[src/rtl/ysyx_bus_rd_arb.sv]
`default_nettype none
// ============================================================================
// Module   : ysyx_bus_rd_arb
// Purpose  : Read-channel arbiter/sequencer sharing one AXI4 AR/R master port
//            between the IFU fetch path and the LSU load path. Only one read
//            is outstanding at a time. LSU has priority, and a starvation
//            guard forces an IFU win after STARVE_MAX consecutive LSU grants
//            made while IFU was waiting. LSU loads killed by flush_pipeline
//            are drained silently.
// Ports    : clock/reset         - clock, asynchronous active-high reset
//            flush_pipeline      - kills the in-flight LSU load
//            ifu_* / out_ifu_*   - IFU request (addr, len) and response
//            lsu_* / out_lsu_*   - LSU request (addr, size) and response
//            io_master_*         - AXI4 AR/R master channels
//            out_rresp_err       - pulse on an accepted beat with rresp != 0
//            out_busy            - transaction in progress
//            out_perf_*          - grant counters (0 unless perf build)
// Options  : YSYX_BUS_RD_ARB_PERF_EN enables the performance counters.
// Revision : 1.0 - initial release
// ============================================================================
module ysyx_bus_rd_arb #(
   parameter int XLEN       = 32,
   parameter int STARVE_MAX = 4
) (
   input  logic            clock,
   input  logic            reset,
   input  logic            flush_pipeline,
   input  logic            ifu_arvalid,
   input  logic [XLEN-1:0] ifu_araddr,
   input  logic [7:0]      ifu_arlen,
   output logic            out_ifu_arready,
   output logic [XLEN-1:0] out_ifu_rdata,
   output logic            out_ifu_rvalid,
   output logic            out_ifu_rlast,
   input  logic            lsu_arvalid,
   input  logic [XLEN-1:0] lsu_araddr,
   input  logic [2:0]      lsu_arsize,
   output logic            out_lsu_arready,
   output logic [XLEN-1:0] out_lsu_rdata,
   output logic            out_lsu_rvalid,
   output logic [XLEN-1:0] io_master_araddr,
   output logic            io_master_arvalid,
   input  logic            io_master_arready,
   output logic [7:0]      io_master_arlen,
   output logic [2:0]      io_master_arsize,
   output logic [1:0]      io_master_arburst,
   output logic [3:0]      io_master_arid,
   input  logic [XLEN-1:0] io_master_rdata,
   input  logic            io_master_rvalid,
   input  logic            io_master_rlast,
   input  logic [3:0]      io_master_rid,
   input  logic [1:0]      io_master_rresp,
   output logic            io_master_rready,
   output logic            out_rresp_err,
   output logic            out_busy,
   output logic [31:0]     out_perf_ifu_grants,
   output logic [31:0]     out_perf_lsu_grants
);

   typedef enum logic [2:0] {
      S_IDLE    = 3'd0,
      S_AR_IFU  = 3'd1,
      S_AR_LSU  = 3'd2,
      S_R_IFU   = 3'd3,
      S_R_LSU   = 3'd4,
      S_R_DRAIN = 3'd5
   } state_t;

   localparam logic [3:0] C_STARVE_MAX = 4'(STARVE_MAX);
   localparam logic [3:0] C_ID_IFU     = 4'd0;
   localparam logic [3:0] C_ID_LSU     = 4'd1;

   state_t          state_q, state_d;
   logic [3:0]      starve_q, starve_d;
   logic [XLEN-1:0] addr_q, addr_d;
   logic [7:0]      len_q, len_d;
   logic [2:0]      size_q, size_d;
   logic            flush_seen_q, flush_seen_d;   // flush hit while AR_LSU pending

   logic w_ifu_req, w_lsu_req, w_grant_ifu, w_grant_lsu;

   // Requests are masked during reset so every output reads 0 while it is held.
   assign w_ifu_req   = ifu_arvalid & ~reset;
   assign w_lsu_req   = lsu_arvalid & ~flush_pipeline & ~reset;
   assign w_grant_lsu = (state_q == S_IDLE) & w_lsu_req &
                        (~w_ifu_req | (starve_q != C_STARVE_MAX));
   assign w_grant_ifu = (state_q == S_IDLE) & w_ifu_req & ~w_grant_lsu;

   always_comb begin
      state_d           = state_q;
      starve_d          = starve_q;
      addr_d            = addr_q;
      len_d             = len_q;
      size_d            = size_q;
      flush_seen_d      = flush_seen_q;
      out_ifu_arready   = 1'b0;
      out_lsu_arready   = 1'b0;
      out_ifu_rdata     = '0;
      out_ifu_rvalid    = 1'b0;
      out_ifu_rlast     = 1'b0;
      out_lsu_rdata     = '0;
      out_lsu_rvalid    = 1'b0;
      io_master_araddr  = '0;
      io_master_arvalid = 1'b0;
      io_master_arlen   = 8'd0;
      io_master_arsize  = 3'd0;
      io_master_arburst = 2'b00;
      io_master_arid    = 4'd0;
      io_master_rready  = 1'b0;
      out_rresp_err     = 1'b0;

      case (state_q)
         S_IDLE: begin
            if (w_grant_lsu) begin
               out_lsu_arready = 1'b1;
               addr_d          = lsu_araddr;
               len_d           = 8'd0;
               size_d          = lsu_arsize;
               flush_seen_d    = 1'b0;
               state_d         = S_AR_LSU;
               // Only LSU wins that actually overtook a waiting IFU count.
               if (ifu_arvalid && (starve_q < C_STARVE_MAX))
                  starve_d = starve_q + 4'd1;
            end else if (w_grant_ifu) begin
               out_ifu_arready = 1'b1;
               addr_d          = ifu_araddr;
               len_d           = ifu_arlen;
               size_d          = 3'b010;
               starve_d        = 4'd0;
               state_d         = S_AR_IFU;
            end
         end
         S_AR_IFU: begin
            io_master_arvalid = 1'b1;
            io_master_araddr  = addr_q;
            io_master_arlen   = len_q;
            io_master_arsize  = size_q;
            io_master_arburst = (len_q != 8'd0) ? 2'b01 : 2'b00;
            io_master_arid    = C_ID_IFU;
            if (io_master_arready) state_d = S_R_IFU;
         end
         S_AR_LSU: begin
            io_master_arvalid = 1'b1;
            io_master_araddr  = addr_q;
            io_master_arsize  = size_q;
            io_master_arid    = C_ID_LSU;
            if (flush_pipeline) flush_seen_d = 1'b1;
            // The AR cannot be withdrawn; a killed load is completed then drained.
            if (io_master_arready)
               state_d = (flush_seen_q || flush_pipeline) ? S_R_DRAIN : S_R_LSU;
         end
         S_R_IFU: begin
            io_master_rready = 1'b1;
            out_ifu_rvalid   = io_master_rvalid;
            out_ifu_rdata    = io_master_rdata;
            out_ifu_rlast    = io_master_rlast;
            out_rresp_err    = io_master_rvalid & (io_master_rresp != 2'b00);
            if (io_master_rvalid && io_master_rlast) state_d = S_IDLE;
         end
         S_R_LSU: begin
            io_master_rready = 1'b1;
            out_lsu_rvalid   = io_master_rvalid;
            out_lsu_rdata    = io_master_rdata;
            out_rresp_err    = io_master_rvalid & (io_master_rresp != 2'b00);
            // A beat arriving with the flush still reaches the LSU.
            if (io_master_rvalid)    state_d = S_IDLE;
            else if (flush_pipeline) state_d = S_R_DRAIN;
         end
         S_R_DRAIN: begin
            io_master_rready = 1'b1;
            out_rresp_err    = io_master_rvalid & (io_master_rresp != 2'b00);
            if (io_master_rvalid && io_master_rlast) state_d = S_IDLE;
         end
         default: state_d = S_IDLE;
      endcase
   end

   assign out_busy = (state_q != S_IDLE);

   always_ff @(posedge clock or posedge reset) begin
      if (reset) begin
         state_q      <= S_IDLE;
         starve_q     <= 4'd0;
         addr_q       <= '0;
         len_q        <= 8'd0;
         size_q       <= 3'd0;
         flush_seen_q <= 1'b0;
      end else begin
         state_q      <= state_d;
         starve_q     <= starve_d;
         addr_q       <= addr_d;
         len_q        <= len_d;
         size_q       <= size_d;
         flush_seen_q <= flush_seen_d;
      end
   end

   a_rid_ifu: assert property (@(posedge clock) disable iff (reset)
      (state_q == S_R_IFU && io_master_rvalid) |-> (io_master_rid == C_ID_IFU));
   a_rid_lsu: assert property (@(posedge clock) disable iff (reset)
      ((state_q == S_R_LSU || state_q == S_R_DRAIN) && io_master_rvalid)
         |-> (io_master_rid == C_ID_LSU));
   a_rlast_lsu: assert property (@(posedge clock) disable iff (reset)
      (state_q == S_R_LSU && io_master_rvalid) |-> io_master_rlast);

`ifdef YSYX_BUS_RD_ARB_PERF_EN
   logic [31:0] perf_ifu_grants_q, perf_lsu_grants_q, perf_drained_q, perf_ifu_wait_q;

   always_ff @(posedge clock or posedge reset) begin
      if (reset) begin
         perf_ifu_grants_q <= 32'd0;
         perf_lsu_grants_q <= 32'd0;
         perf_drained_q    <= 32'd0;
         perf_ifu_wait_q   <= 32'd0;
      end else begin
         if (out_ifu_arready) perf_ifu_grants_q <= perf_ifu_grants_q + 32'd1;
         if (out_lsu_arready) perf_lsu_grants_q <= perf_lsu_grants_q + 32'd1;
         if (state_q == S_R_DRAIN && io_master_rvalid && io_master_rlast)
            perf_drained_q <= perf_drained_q + 32'd1;
         if (ifu_arvalid && !out_ifu_arready)
            perf_ifu_wait_q <= perf_ifu_wait_q + 32'd1;
      end
   end

   assign out_perf_ifu_grants = perf_ifu_grants_q;
   assign out_perf_lsu_grants = perf_lsu_grants_q;

   final begin
      $display("ysyx_bus_rd_arb perf: ifu_grants=%0d lsu_grants=%0d drained_loads=%0d ifu_wait_cycles=%0d",
               perf_ifu_grants_q, perf_lsu_grants_q, perf_drained_q, perf_ifu_wait_q);
   end
`else
   assign out_perf_ifu_grants = 32'd0;
   assign out_perf_lsu_grants = 32'd0;
`endif

endmodule
`default_nettype wire

[config.mk]
export PLATFORM = sky130hd
export DESIGN_NAME = ysyx_bus_rd_arb
export DESIGN_NICKNAME = d
export VERILOG_FILES = /design/src/rtl/ysyx_bus_rd_arb.sv
export SDC_FILE = /design/constraint.sdc
export NUM_CORES = 1
export LEC_CHECK = 0
export ABC_AREA = 0
export ABC_CLOCK_PERIOD_IN_PS = 3640
export BUFFER_PORTS_ARGS = -buffer_cell sky130_fd_sc_hd__clkbuf_2
export CORE_AREA = 5 5 116 118
export CTS_BUF_LIST = sky130_fd_sc_hd__clkbuf_2
export DETAILED_ROUTE_END_ITERATION = 10
export DIE_AREA = 0 0 121 123
export HOLD_SLACK_MARGIN = 0.02
export PLACE_DENSITY = 0.72
export SYNTH_ARGS = -nofsm -noshare
export SYNTH_HDL_FRONTEND = slang
export SYNTH_SLANG_ARGS = --single-unit
export TNS_END_PERCENT = 30
[constraint.sdc]
create_clock -name clock -period 3.64 [get_ports clock]
set_input_delay 0.546 -clock clock [delete_from_list [all_inputs] [get_ports clock]]
set_output_delay 0.546 -clock clock [all_outputs]
set_load 0.02 [all_outputs]
# Word level (Yosys, flattened, before mapping)
# Index checks and enable logic that the tools add are counted.
word_totals:
  reg_bits: 51
  input_bits: 121
  out_inout_bits: 186
  elab_cells: 91
op_classes:
  n_addsub: 1
  order_cmp: 1
  eq_ne: 14
  mux: 40
  bitwise: 13
  n_reduce_logical: 16
op_table:
  columns: ["operator", "n"]
  rows:
  - ["$mux 32", 5]
  - ["$mux 3", 10]
  - ["$mux 8", 3]
  - ["$mux 1", 17]
  - ["$pmux 3 s5", 1]
  - ["$mux 4", 3]
  - ["$and 1x1->1", 8]
  - ["$ne 2x2->1 const B", 4]
  - ["$reduce_bool 8->1", 1]
  - ["$eq 3x2->1 const B", 2]
  - ["$eq 3x3->1 const B", 2]
  - ["$ne 3x3->1 const B", 2]
  - ["$reduce_and 3->1", 2]
  - ["$reduce_bool 2->1", 3]
  - ["$reduce_and 5->1", 1]
  - ["$add 4x1->4 const B", 1]
  - ["$lt 4x3->1 const B", 1]
  - ["$ne 2x1->1 const B", 2]
  - ["$ne 4x3->1 const B", 1]
  - ["$not 1->1", 4]
  - ["$reduce_or 2->1", 2]
  - ["$eq 3x1->1 const B", 1]
  - ["$logic_not 3->1", 1]
  - ["$reduce_bool 3->1", 1]
  - ["other kinds (6)", 7]

# Logic depth before layout (Yosys ltp)
# Gate-level depths: netlist of run 1.
depth:
  word_depth: 10
  ltp_mapped: 7
  depth_no_buf: 7

# Least setup slack after synthesis of run 1
# OpenSTA, ideal clock, no wires.
synth_path:
  path_kind: "register -> output"
  start: "register state_q[2]"
  end: "output port out_rresp_err"
  arrival_ns: 1.520
  required_ns: 3.094
  slack_ns: 1.574
  path_stages_with_launch: 7
  path_buffers: 2
  path_cell_list: "dfrtp_1 > buf_2 > nor2b_1 > clkbuf_1 > nand2_1 > o21ai_0 > o211a_1"
synth_via:
  elab_chain_len: 3
  word_cells_on_any_way: 5
  classes_between: "eq/ne (3); mux (1); reduce/logical (1)"
synth_rtl:
  columns: ["element", "line_no", "rtl"]
  rows:
  - ["start: declaration", "73", "state_t state_q, state_d;"]
  - ["start signal: assignment", "189", "state_q <= state_d;"]
  - ["$eq 3x3->1 / $eq 3x2->1 (equally long branches)", "112", "case (state_q)"]
  - ["$reduce_or 3->1 (no source line) *", null, null]
  - ["$mux 1 *", null, null]
  - ["end: declaration", "54", "output logic out_rresp_err,"]
# Every way passes the cells marked *; elsewhere a longest branch is shown, timed or not.

# Final worst setup path of run 1
layout_path:
  start: "register state_q[2]"
  end: "output port io_master_araddr[25]"
layout_via:
  elab_chain_len: 3
  word_cells_on_any_way: 4
  classes_between: "eq/ne (2); mux (1); reduce/logical (1)"
layout_rtl:
  columns: ["element", "line_no", "rtl"]
  rows:
  - ["$eq 3x2->1 / $eq 3x1->1 (equally long branches)", "112", null]
  - ["$reduce_or 2->1 (no source line) *", null, null]
  - ["$mux 32 *", "112", null]
  - ["end: declaration", "41", "output logic [XLEN-1:0] io_master_araddr,"]
# Marks and branches as above.

==> results of run 1 <==
-- state kept, by name, indices dropped and copies added, names as in the netlist --
| signal | count |
|---|---|
| starve_q | 4 |
| flush_seen_q | 1 |
| addr_q | 32 |
| size_q | 3 |
| len_q | 8 |
| state_q | 3 |
-- synth_stat cells, types with 3 or more instances --
cell type	number	area, um2
buf_4	72	541
dfrtp_1	51	1280
and2_1	41	257
nor2b_1	38	238
and3_1	34	213
nand2_1	34	128
o21ai_1	34	170
mux2i_1	32	320
clkbuf_1	16	60.1
a22o_1	10	87.6
buf_2	9	45.0
inv_1	6	22.5
nor3b_1	4	30.0
a21oi_1	3	15.0
nand2b_1	3	18.8
nand3_1	3	15.0
nor2_1	3	11.3
-- final timing paths --
| path | from | to | slack (ns) |
|---|---|---|---|
| worst min-delay path | reset | len_q[1] | 0.32 |
| worst max register to register | state_q[0] | state_q[0] | 1.57 |
| min in group clock | ifu_arlen[5] | len_q[5] | 0.32 |
| max in group asynchronous | reset | addr_q[23] | 2.65 |
| worst max-delay path | state_q[2] | io_master_araddr[25] | 0.63 |
| worst min register to register | addr_q[11] | addr_q[11] | 0.51 |
-- layout make-up --
type,count,area (um2),share of cell area
multi-input combinational,336,2050,0.423
sequential,51,1280,0.263
timing repair buffer,243,1240,0.255
tap,172,215,0.0443
clock buffer,6,30.0,0.00618
inverter,8,30.0,0.00618
clock inverter,2,12.5,0.00258
-- power groups by stage --
stage                     Combinational [mW]  Sequential [mW]  Clock (mW)
after floorplan                         1.59            0.922           0
after global placement                  2.16            0.983           0
after detailed placement                2.18            0.991           0
after CTS                               2.18            0.979       0.249
after global routing                    2.34             1.01       0.271
final                                   2.14            0.976       0.230
-- layout by cell type (no fill, tap or decap), types with 5 or more instances in the layout --
master	n
clkbuf_2	240
conb_1	68
dfrtp_1	51
and2_1	41
nor2b_1	37
nand2_1	34
and3_1	34
o21ai_1	33
mux2i_1	32
a22o_1	10
buf_4	9
inv_1	5
-- logic make-up (layout without fill, tap and decap cells) --
group	Yosys count	after routing	share of synthesized area
AOI/OAI and AO/OA	61	61	0.106
other	1	68	0.00101
muxes	33	33	0.0889
buffers and inverters	107	259	0.183
and+or+nand+nor	172	172	0.273
adders and majority gates	2	2	0.00671
DFF	51	51	0.342
-- metrics by stage --
stage	total power [mW]	utilization	std cells	cell area, um2	hold slack [ns]
6_report	3.35	0.393	818	4860	0.324
5_1_grt	3.63	0.393	818	4860	0.262
4_1_cts	3.41	0.393	818	4860	0.271
3_5_place_dp	3.17	0.389	810	4810	0.468
3_3_place_gp	3.14	0.389	810	4810	0.461
2_1_floorplan	2.51	-	494	3980	0.448
-- routing by layer --
layer	share of wire	GRT usage
met5	0	0
met4	0.0072	0.0276
met3	0.089	0.0366
met2	0.51	0.245
met1	0.39	0.159
-- critical path: cells and delay by family, from the launching register on --
family / cells / cell delay (ns)
buf+inv: 3 / 0.71
flops: 1 / 0.62
simple gates: 3 / 0.70
==> impl_metrics.py, run 1 <==
metrics = {
    "critical_path": {
        "crit_chain": "nor3b_1 -> buf_4 -> nor2_2 -> buf_4 -> nor2b_1 -> clkbuf_2",
        "max_stage_delay_ns": 0.62,
        "critical_path_class": "reg -> out",
        "slowest_stage": "dfrtp_1",
        "cp.required_ns": 3.09,
        "cp-end-kind": "primary output",
        "cp-start-kind": "register",
        "crit_top_cell": "buf_4",
        "arrival_ns": 2.46,
        "path_max_fanout": 22,
        "r2r_cells": 6,
    },
    "layout": {
        "n_antenna_cell": 0,
        "areaGrowthSynthToFinish_pct": 30.1,
        "fillers": 1326,
        "nets": 768,
        "drive_gt1_frac": 0.407,
    },
    "drt": {
        "ant_nets": 0,
        "vias": 3440,
        "drc": 0,
        "viasPerCell": 4.21,
        "routed_wl_mm": 11.0,
        "dr.pass1.iters": 4,
        "drtIter0Drc": 85,
        "avgRoutedWirePerCell_um": 13.5,
    },
    "floorplanning": {
        "core-area_um2": 12400,
        "fp.dieH_um": 123,
        "dieArea_um2": 14900,
        "initial_core_util": 0.302,
        "die_x_um": 121,
        "num_rows": 41,
        "ioPinCount": 307,
    },
    "clocking": {
        "ctsHoldBuffers": 0,
        "cts_setup_buffers": 0,
        "clk_path_buf_depth": 2,
        "htreeDepth": 2,
        "clk_pin_slew_ns": 0.26,
        "clock-sinks": 51,
        "clkLatencyLatePin_ns": 0.41,
        "root_buffer": "clkbuf_2",
        "cts_tree": "done",
        "cts_made_buffers": 5,
        "ctsResizeCount": 0,
    },
    "grt": {
        "antenna_found_initial": 0,
        "grt_overflow": 0,
        "grt_pass1_vias": 3250,
        "grt_max_degree": 52,
        "grtUsageTotal": 0.135,
        "grt_pass1_wl_mm": 16.3,
    },
    "timing": {
        "clock-skew-final_ns": 0.0147,
        "rsz0062_at_grt": "false",
        "tightest_slew_ns": 1.15,
        "hold_viol": 0,
        "tns_ns": 0,
        "worst_slack_ns": 0.631,
        "slew-limit-headroom": 0.230,
        "min_period_ns": 3.01,
        "finalCritPeriodShare": 0.827,
        "max_freq_ghz": 0.332,
        "finalMaxSlewViolations": 0,
        "setup_violations": 0,
    },
    "logic_synthesis": {
        "synth_seq_cells": 51,
        "async_flop_share": 1.00,
        "yosysSeqAreaShare": 0.342,
        "ys.flop_type": "dfrtp_1",
        "avgSynthCellArea_um2": 8.74,
        "synth_edf_count": 0,
        "synthCells": 427,
        "synthesis.area_um2": 3730,
        "synth_cell_types": 43,
        "yosys_warnings": 0,
    },
    "power": {
        "switching_share": 0.514,
        "seqPwrFrac": 0.292,
        "p_comb_frac": 0.639,
        "vdd_drop_max_mv": 0.300,
        "intPower_mw": 1.63,
        "powerDensity_nw_per_um2": 689,
        "p_clk_frac": 0.069,
        "switchingPower_mw": 1.72,
        "p_leak_nw": 2.99,
    },
    "hold_path": {
        "hold_class": "in -> async",
    },
    "run_status": {
        "status": "finished clean",
    },
    "flow_run": {
        "maxCapViolCount": 0,
    },
    "placed_design": {
        "gp_congestion": 0.722,
        "portBuffers": 234,
        "pre_cts_ws_ns": 1.05,
        "hpwl_mm": 9.09,
    },
}
Note: power is estimated with default switching activity, not from simulation.
==> inputs of run 2 (changes only) <==
--- a/config.mk
+++ b/config.mk
@@ -5,13 +5,13 @@
 export SDC_FILE = /design/constraint.sdc
 export NUM_CORES = 1
 export LEC_CHECK = 0
-export ABC_AREA = 0
-export ABC_CLOCK_PERIOD_IN_PS = 3640
+export ABC_AREA = 1
+export ABC_CLOCK_PERIOD_IN_PS = 3100
 export BUFFER_PORTS_ARGS = -buffer_cell sky130_fd_sc_hd__clkbuf_2
-export CORE_AREA = 5 5 116 118
+export CORE_AREA = 5 5 117 119
 export CTS_BUF_LIST = sky130_fd_sc_hd__clkbuf_2
 export DETAILED_ROUTE_END_ITERATION = 10
-export DIE_AREA = 0 0 121 123
+export DIE_AREA = 0 0 122 124
 export HOLD_SLACK_MARGIN = 0.02
 export PLACE_DENSITY = 0.72
 export SYNTH_ARGS = -nofsm -noshare
==> constraint.sdc (replaced) <==
create_clock -name clock -period 3.1 [get_ports clock]
set_input_delay 0.465 -clock clock [delete_from_list [all_inputs] [get_ports clock]]
set_output_delay 0.465 -clock clock [all_outputs]
set_load 0.02 [all_outputs]
==> impl_metrics.py, run 2 <==
metrics = {
    "power": {
        "p_leak_nw": 3.38,
        "switchingPower_mw": 1.93,
        "vdd_drop_max_mv": 0.228,
        "intPower_mw": 1.75,
        "p_comb_frac": 0.614,
        "powerDensity_nw_per_um2": 727,
        "p_clk_frac": 0.092,
        "switching_share": 0.524,
        "seqPwrFrac": 0.294,
        "total_power_mw": 3.68,
    },
    "layout": {
        "nets": 984,
        "n_antenna_cell": 0,
        "layout_commonest_cell": "clkbuf_2",
        "largest_reg_flops": 32,
        "reg_top3": "addr_q: 32 flops, len_q: 8 flops, starve_q: 4 flops",
        "drive_gt1_frac": 0.298,
        "areaGrowthSynthToFinish_pct": 28.8,
        "layout_common_cells": "clkbuf_2 (239), nand2_1 (198), nor2_1 (117), inv_1 (95), conb_1 (68)",
        "layout.cells.non_filler": 1034,
        "regMostFlops": "addr_q",
    },
    "logic_synthesis": {
        "synthesis.area_um2": 3930,
        "yosysSeqAreaShare": 0.325,
        "yosys-top-cells-count": "nand2_1 (198), nor2_1 (117), inv_1 (96)",
        "synth.area.top_cells": "dfrtp_1 (32%), nand2_1 (19%), buf_4 (13%)",
        "async_flop_share": 1.00,
        "avgSynthCellArea_um2": 6.13,
        "synth_cell_types": 25,
        "yosysMostFrequentCell": "nand2_1",
        "yosys_warnings": 0,
        "synth_top_cell_by_area": "dfrtp_1",
        "synth_edf_count": 0,
        "synth_top_area_share": 0.325,
        "synthCells": 641,
        "synth_seq_cells": 51,
        "ys.flop_type": "dfrtp_1",
    },
    "timing": {
        "finalCritPeriodShare": 0.928,
        "hold_viol": 0,
        "finalMaxSlewViolations": 0,
        "clock-skew-final_ns": 0.0259,
        "tightest_slew_ns": 1.12,
        "rsz0062_at_grt": "false",
        "max_freq_ghz": 0.348,
        "min_period_ns": 2.88,
        "tns_ns": 0,
        "slew-limit-headroom": 0.255,
        "setup_violations": 0,
    },
    "clocking": {
        "cts_tree": "done",
        "ctsHoldBuffers": 0,
        "root_buffer": "clkbuf_2",
        "clock-sinks": 51,
        "clk_path_buf_depth": 2,
        "clk_pin_slew_ns": 0.26,
        "cts_setup_buffers": 0,
        "cts_made_buffers": 5,
        "clkLatencyLatePin_ns": 0.43,
        "htreeDepth": 2,
        "ctsResizeCount": 0,
    },
    "floorplanning": {
        "ioPinCount": 307,
        "dieArea_um2": 15100,
        "die_x_um": 122,
        "num_rows": 41,
        "core-area_um2": 12500,
        "initial_core_util": 0.315,
        "fp.dieH_um": 124,
    },
    "drt": {
        "avgRoutedWirePerCell_um": 12.5,
        "dr.pass1.iters": 4,
        "vias": 4229,
        "routed_wl_mm": 12.9,
        "drc": 0,
        "wl_met2_mm": 6.73,
        "ant_nets": 0,
        "drtIter0Drc": 170,
        "top_layer": "met4",
        "wl_met3_mm": 1.03,
        "viasPerCell": 4.09,
        "m1WireLength_mm": 4.88,
    },
    "placed_design": {
        "hpwl_mm": 10.3,
        "dp.cells": 1026,
        "portBuffers": 234,
        "gp_congestion": 0.826,
    },
    "critical_path": {
        "cp.required_ns": 2.63,
        "critical_path_class": "reg -> out",
        "cp-start-kind": "register",
        "path_max_fanout": 24,
        "cp-end-kind": "primary output",
        "arrival_ns": 2.41,
    },
    "grt": {
        "antenna_found_initial": 0,
        "grtUsageTotal": 0.159,
        "grt_max_degree": 52,
        "grt_overflow": 0,
        "grt_pass1_wl_mm": 19.0,
        "grt_pass1_vias": 3993,
    },
    "hold_path": {
        "hold_class": "in -> async",
    },
    "flow_run": {
        "maxCapViolCount": 0,
    },
    "run_status": {
        "status": "finished clean",
    },
}
-- run 2: cell count changes in the layout (fill, tap and decap cells not counted), moves of 37 or more --
cell     change
nand2_1    +164
nor2b_1     -37
inv_1       +90
nand3_1     +41
and2_1      -41
nor2_1     +115
-- run 2: cells by family after synthesis --
group                      synth area share
other                              0.000954
DFF                                   0.325
adders and majority gates           0.00636
AOI/OAI and AO/OA                    0.0290
and+or+nand+nor                       0.375
buffers and inverters                 0.262
xor gates and xnor gates            0.00223
-- run 2: final cells by class --
cell class                 count  area [um2]
clock buffer                   5        25.0
clock inverter                 3        38.8
fill                        1381        7400
inverter                      99         372
multi-input combinational    461        1890
sequential                    51        1280
tap                          172         215
timing repair buffer         243        1250
-- run 2: power groups by stage --
stage / clock network [mW] / logic, mW / registers, mW
3_3_place_gp: 0 / 2.27 / 1.09
3_5_place_dp: 0 / 2.29 / 1.10
2_1_floorplan: 0 / 1.61 / 1.06
6_report: 0.340 / 2.26 / 1.08
4_1_cts: 0.368 / 2.29 / 1.08
5_1_grt: 0.395 / 2.50 / 1.11
-- run 2: metal layers --
layer  vias to the layer above  GRT usage
met5                         -          0
met2                       180      0.311
met3                        12     0.0318
met1                      1846      0.171
li1                       2191          -
met4                         0     0.0525
-- run 2: worst max-delay path, stage by stage (launching register included) --
cell and delay [ns]:
dfrtp_1 0.49, inv_1 0.14, nand3_1 0.15, nand2_1 0.16
clkinv_1 0.40, buf_12 0.32, nor2_1 0.12, clkbuf_2 0.19
-- run 2: metrics by stage --
stage	hold WS [ns]	instance area, um2	worst slack, ns	util
after floorplan	0.449	4180	0.0846	-
after global placement	0.462	5000	0.755	0.401
after detailed placement	0.464	5000	0.739	0.401
after CTS	0.156	5060	0.160	0.406
after global routing	0.172	5060	0.00854	0.406
final	0.174	5060	0.223	0.406
-- run 2: worst paths after layout --
check	start	endpoint	slack [ns]	depth (start not counted)
max in group asynchronous	reset	addr_q[17]	2.46	3
worst max-delay path	state_q[2]	io_master_araddr[1]	0.22	7
min in group clock	ifu_arlen[3]	len_q[3]	0.22	3
worst max register to register	starve_q[0]	addr_q[15]	1.14	10
worst min-delay path	reset	state_q[1]	0.17	3
worst min register to register	addr_q[15]	addr_q[15]	0.51	2
==> inputs of run 3 (changes only) <==
--- a/config.mk
+++ b/config.mk
@@ -8,12 +8,14 @@
 export ABC_AREA = 1
 export ABC_CLOCK_PERIOD_IN_PS = 3100
 export BUFFER_PORTS_ARGS = -buffer_cell sky130_fd_sc_hd__clkbuf_2
-export CORE_AREA = 5 5 117 119
+export CELL_PAD_IN_SITES_DETAIL_PLACEMENT = 1
+export CELL_PAD_IN_SITES_GLOBAL_PLACEMENT = 1
+export CORE_MARGIN = 5
+export CORE_UTILIZATION = 26
 export CTS_BUF_LIST = sky130_fd_sc_hd__clkbuf_2
 export DETAILED_ROUTE_END_ITERATION = 10
-export DIE_AREA = 0 0 122 124
 export HOLD_SLACK_MARGIN = 0.02
-export PLACE_DENSITY = 0.72
+export PLACE_DENSITY = 0.9
 export SYNTH_ARGS = -nofsm -noshare
 export SYNTH_HDL_FRONTEND = slang
 export SYNTH_SLANG_ARGS = --single-unit
==> impl_metrics.py, run 3 (synthesized netlist as in run 2, its figures left out) <==
metrics = {
    "run_status": {
        "status": "finished clean",
    },
    "placed_design": {
        "pre_cts_ws_ns": 0.639,
        "hpwl_mm": 11.7,
        "portBuffers": 234,
        "gp_congestion": 0.768,
    },
    "layout": {
        "n_antenna_cell": 0,
        "areaGrowthSynthToFinish_pct": 29.0,
        "layout_common_cells": "clkbuf_2 (239), nand2_1 (198), nor2_1 (117), inv_1 (95), conb_1 (68)",
        "layout_commonest_cell": "clkbuf_2",
        "drive_gt1_frac": 0.300,
        "regMostFlops": "addr_q",
        "largest_reg_flops": 32,
        "nets": 984,
        "reg_top3": "addr_q: 32 flops, len_q: 8 flops, starve_q: 4 flops",
    },
    "floorplanning": {
        "core-area_um2": 15000,
        "fp.dieH_um": 133,
        "ioPinCount": 307,
        "initial_core_util": 0.262,
        "num_rows": 45,
        "dieArea_um2": 17700,
        "die_x_um": 133,
    },
    "critical_path": {
        "cp.required_ns": 2.63,
        "cp-start-kind": "register",
        "path_max_fanout": 14,
        "arrival_ns": 2.27,
        "cp-end-kind": "primary output",
        "critical_path_class": "reg -> out",
    },
    "timing": {
        "slew-limit-headroom": 0.302,
        "setup_violations": 0,
        "min_period_ns": 2.73,
        "max_freq_ghz": 0.366,
        "finalCritPeriodShare": 0.881,
        "finalMaxSlewViolations": 0,
        "tightest_slew_ns": 1.05,
        "clock-skew-final_ns": 0.0164,
        "rsz0062_at_grt": "false",
        "worst_slack_ns": 0.368,
        "tns_ns": 0,
        "hold_viol": 0,
    },
    "grt": {
        "grt_max_degree": 52,
        "grt_pass1_wl_mm": 22.7,
        "grtUsageTotal": 0.155,
        "grt_pass1_vias": 4514,
        "grt_overflow": 0,
        "antenna_found_initial": 0,
    },
    "drt": {
        "dr.pass1.iters": 4,
        "avgRoutedWirePerCell_um": 13.7,
        "drtIter0Drc": 104,
        "viasPerCell": 4.17,
        "ant_nets": 0,
        "drc": 0,
        "vias": 4377,
        "routed_wl_mm": 14.3,
    },
    "hold_path": {
        "hold_class": "in -> async",
    },
    "clocking": {
        "htreeDepth": 2,
        "cts_tree": "done",
        "cts_made_buffers": 5,
        "root_buffer": "clkbuf_2",
        "cts_setup_buffers": 0,
        "clk_pin_slew_ns": 0.26,
        "clock-sinks": 51,
        "clkLatencyLatePin_ns": 0.43,
        "clk_path_buf_depth": 2,
    },
    "power": {
        "powerDensity_nw_per_um2": 727,
        "total_power_mw": 3.69,
        "p_leak_nw": 3.37,
        "vdd_drop_max_mv": 0.311,
    },
    "flow_run": {
        "maxCapViolCount": 0,
    },
}
## run 3: report_power, final
group          switching (mW)  internal (mW)
clock                   0.215          0.131
combinational            1.59          0.660
sequential              0.157          0.932
total                    1.96           1.72
## run 3: path summary, 6_finish.rpt
| kind | depth (start not counted) | to | start | slack (ns) |
|---|---|---|---|---|
| max | 6 | out_lsu_arready | state_q[0] | 0.37 |
| max in group asynchronous | 3 | starve_q[1] | reset | 2.45 |
| max reg2reg | 9 | addr_q[10] | starve_q[0] | 0.99 |
| min in group clock | 3 | len_q[0] | ifu_arlen[0] | 0.21 |
| min reg2reg | 2 | addr_q[18] | addr_q[18] | 0.52 |
| min | 3 | len_q[0] | reset | 0.19 |
## run 3: layout make-up
class	count	area, um2
Clock buffer	5	25.0
Clock inverter	2	37.5
Fill cell	2059	9960
Inverter	99	372
Multi-Input combinational cell	461	1890
Sequential cell	51	1280
Tap cell	188	235
Timing Repair Buffer	243	1240
## run 3: per-layer routing
metal,vias to the layer above,part of all wire,global-route usage
li1,2186,-,-
met1,1996,0.38,0.173
met2,183,0.52,0.291
met3,12,0.084,0.0456
met4,0,0.014,0.0346
met5,-,0,0
## run 3: per-stage QoR
| stage | hold WS, ns | std cells | util | instance area, um2 |
|---|---|---|---|---|
| 2_1_floorplan | 0.449 | 708 | - | 4180 |
| 3_3_place_gp | 0.462 | 1042 | 0.333 | 5010 |
| 3_5_place_dp | 0.465 | 1042 | 0.333 | 5010 |
| 4_1_cts | 0.148 | 1049 | 0.337 | 5070 |
| 5_1_grt | 0.156 | 1049 | 0.338 | 5070 |
| 6_report | 0.192 | 1049 | 0.338 | 5070 |
## run 3: timing repair
item	in CTS	in global routing
hold buffers	0	0
setup endpoints to repair	0	2
resized for setup	0	1
## run 3: critical path, stage by stage, from the launching register on
cell and delay, ns:
dfrtp_1 0.53, nor2_4 0.14, nand2_2 0.15, nor2_4 0.15, nand2_1 0.36, inv_2 0.29, clkbuf_2 0.23
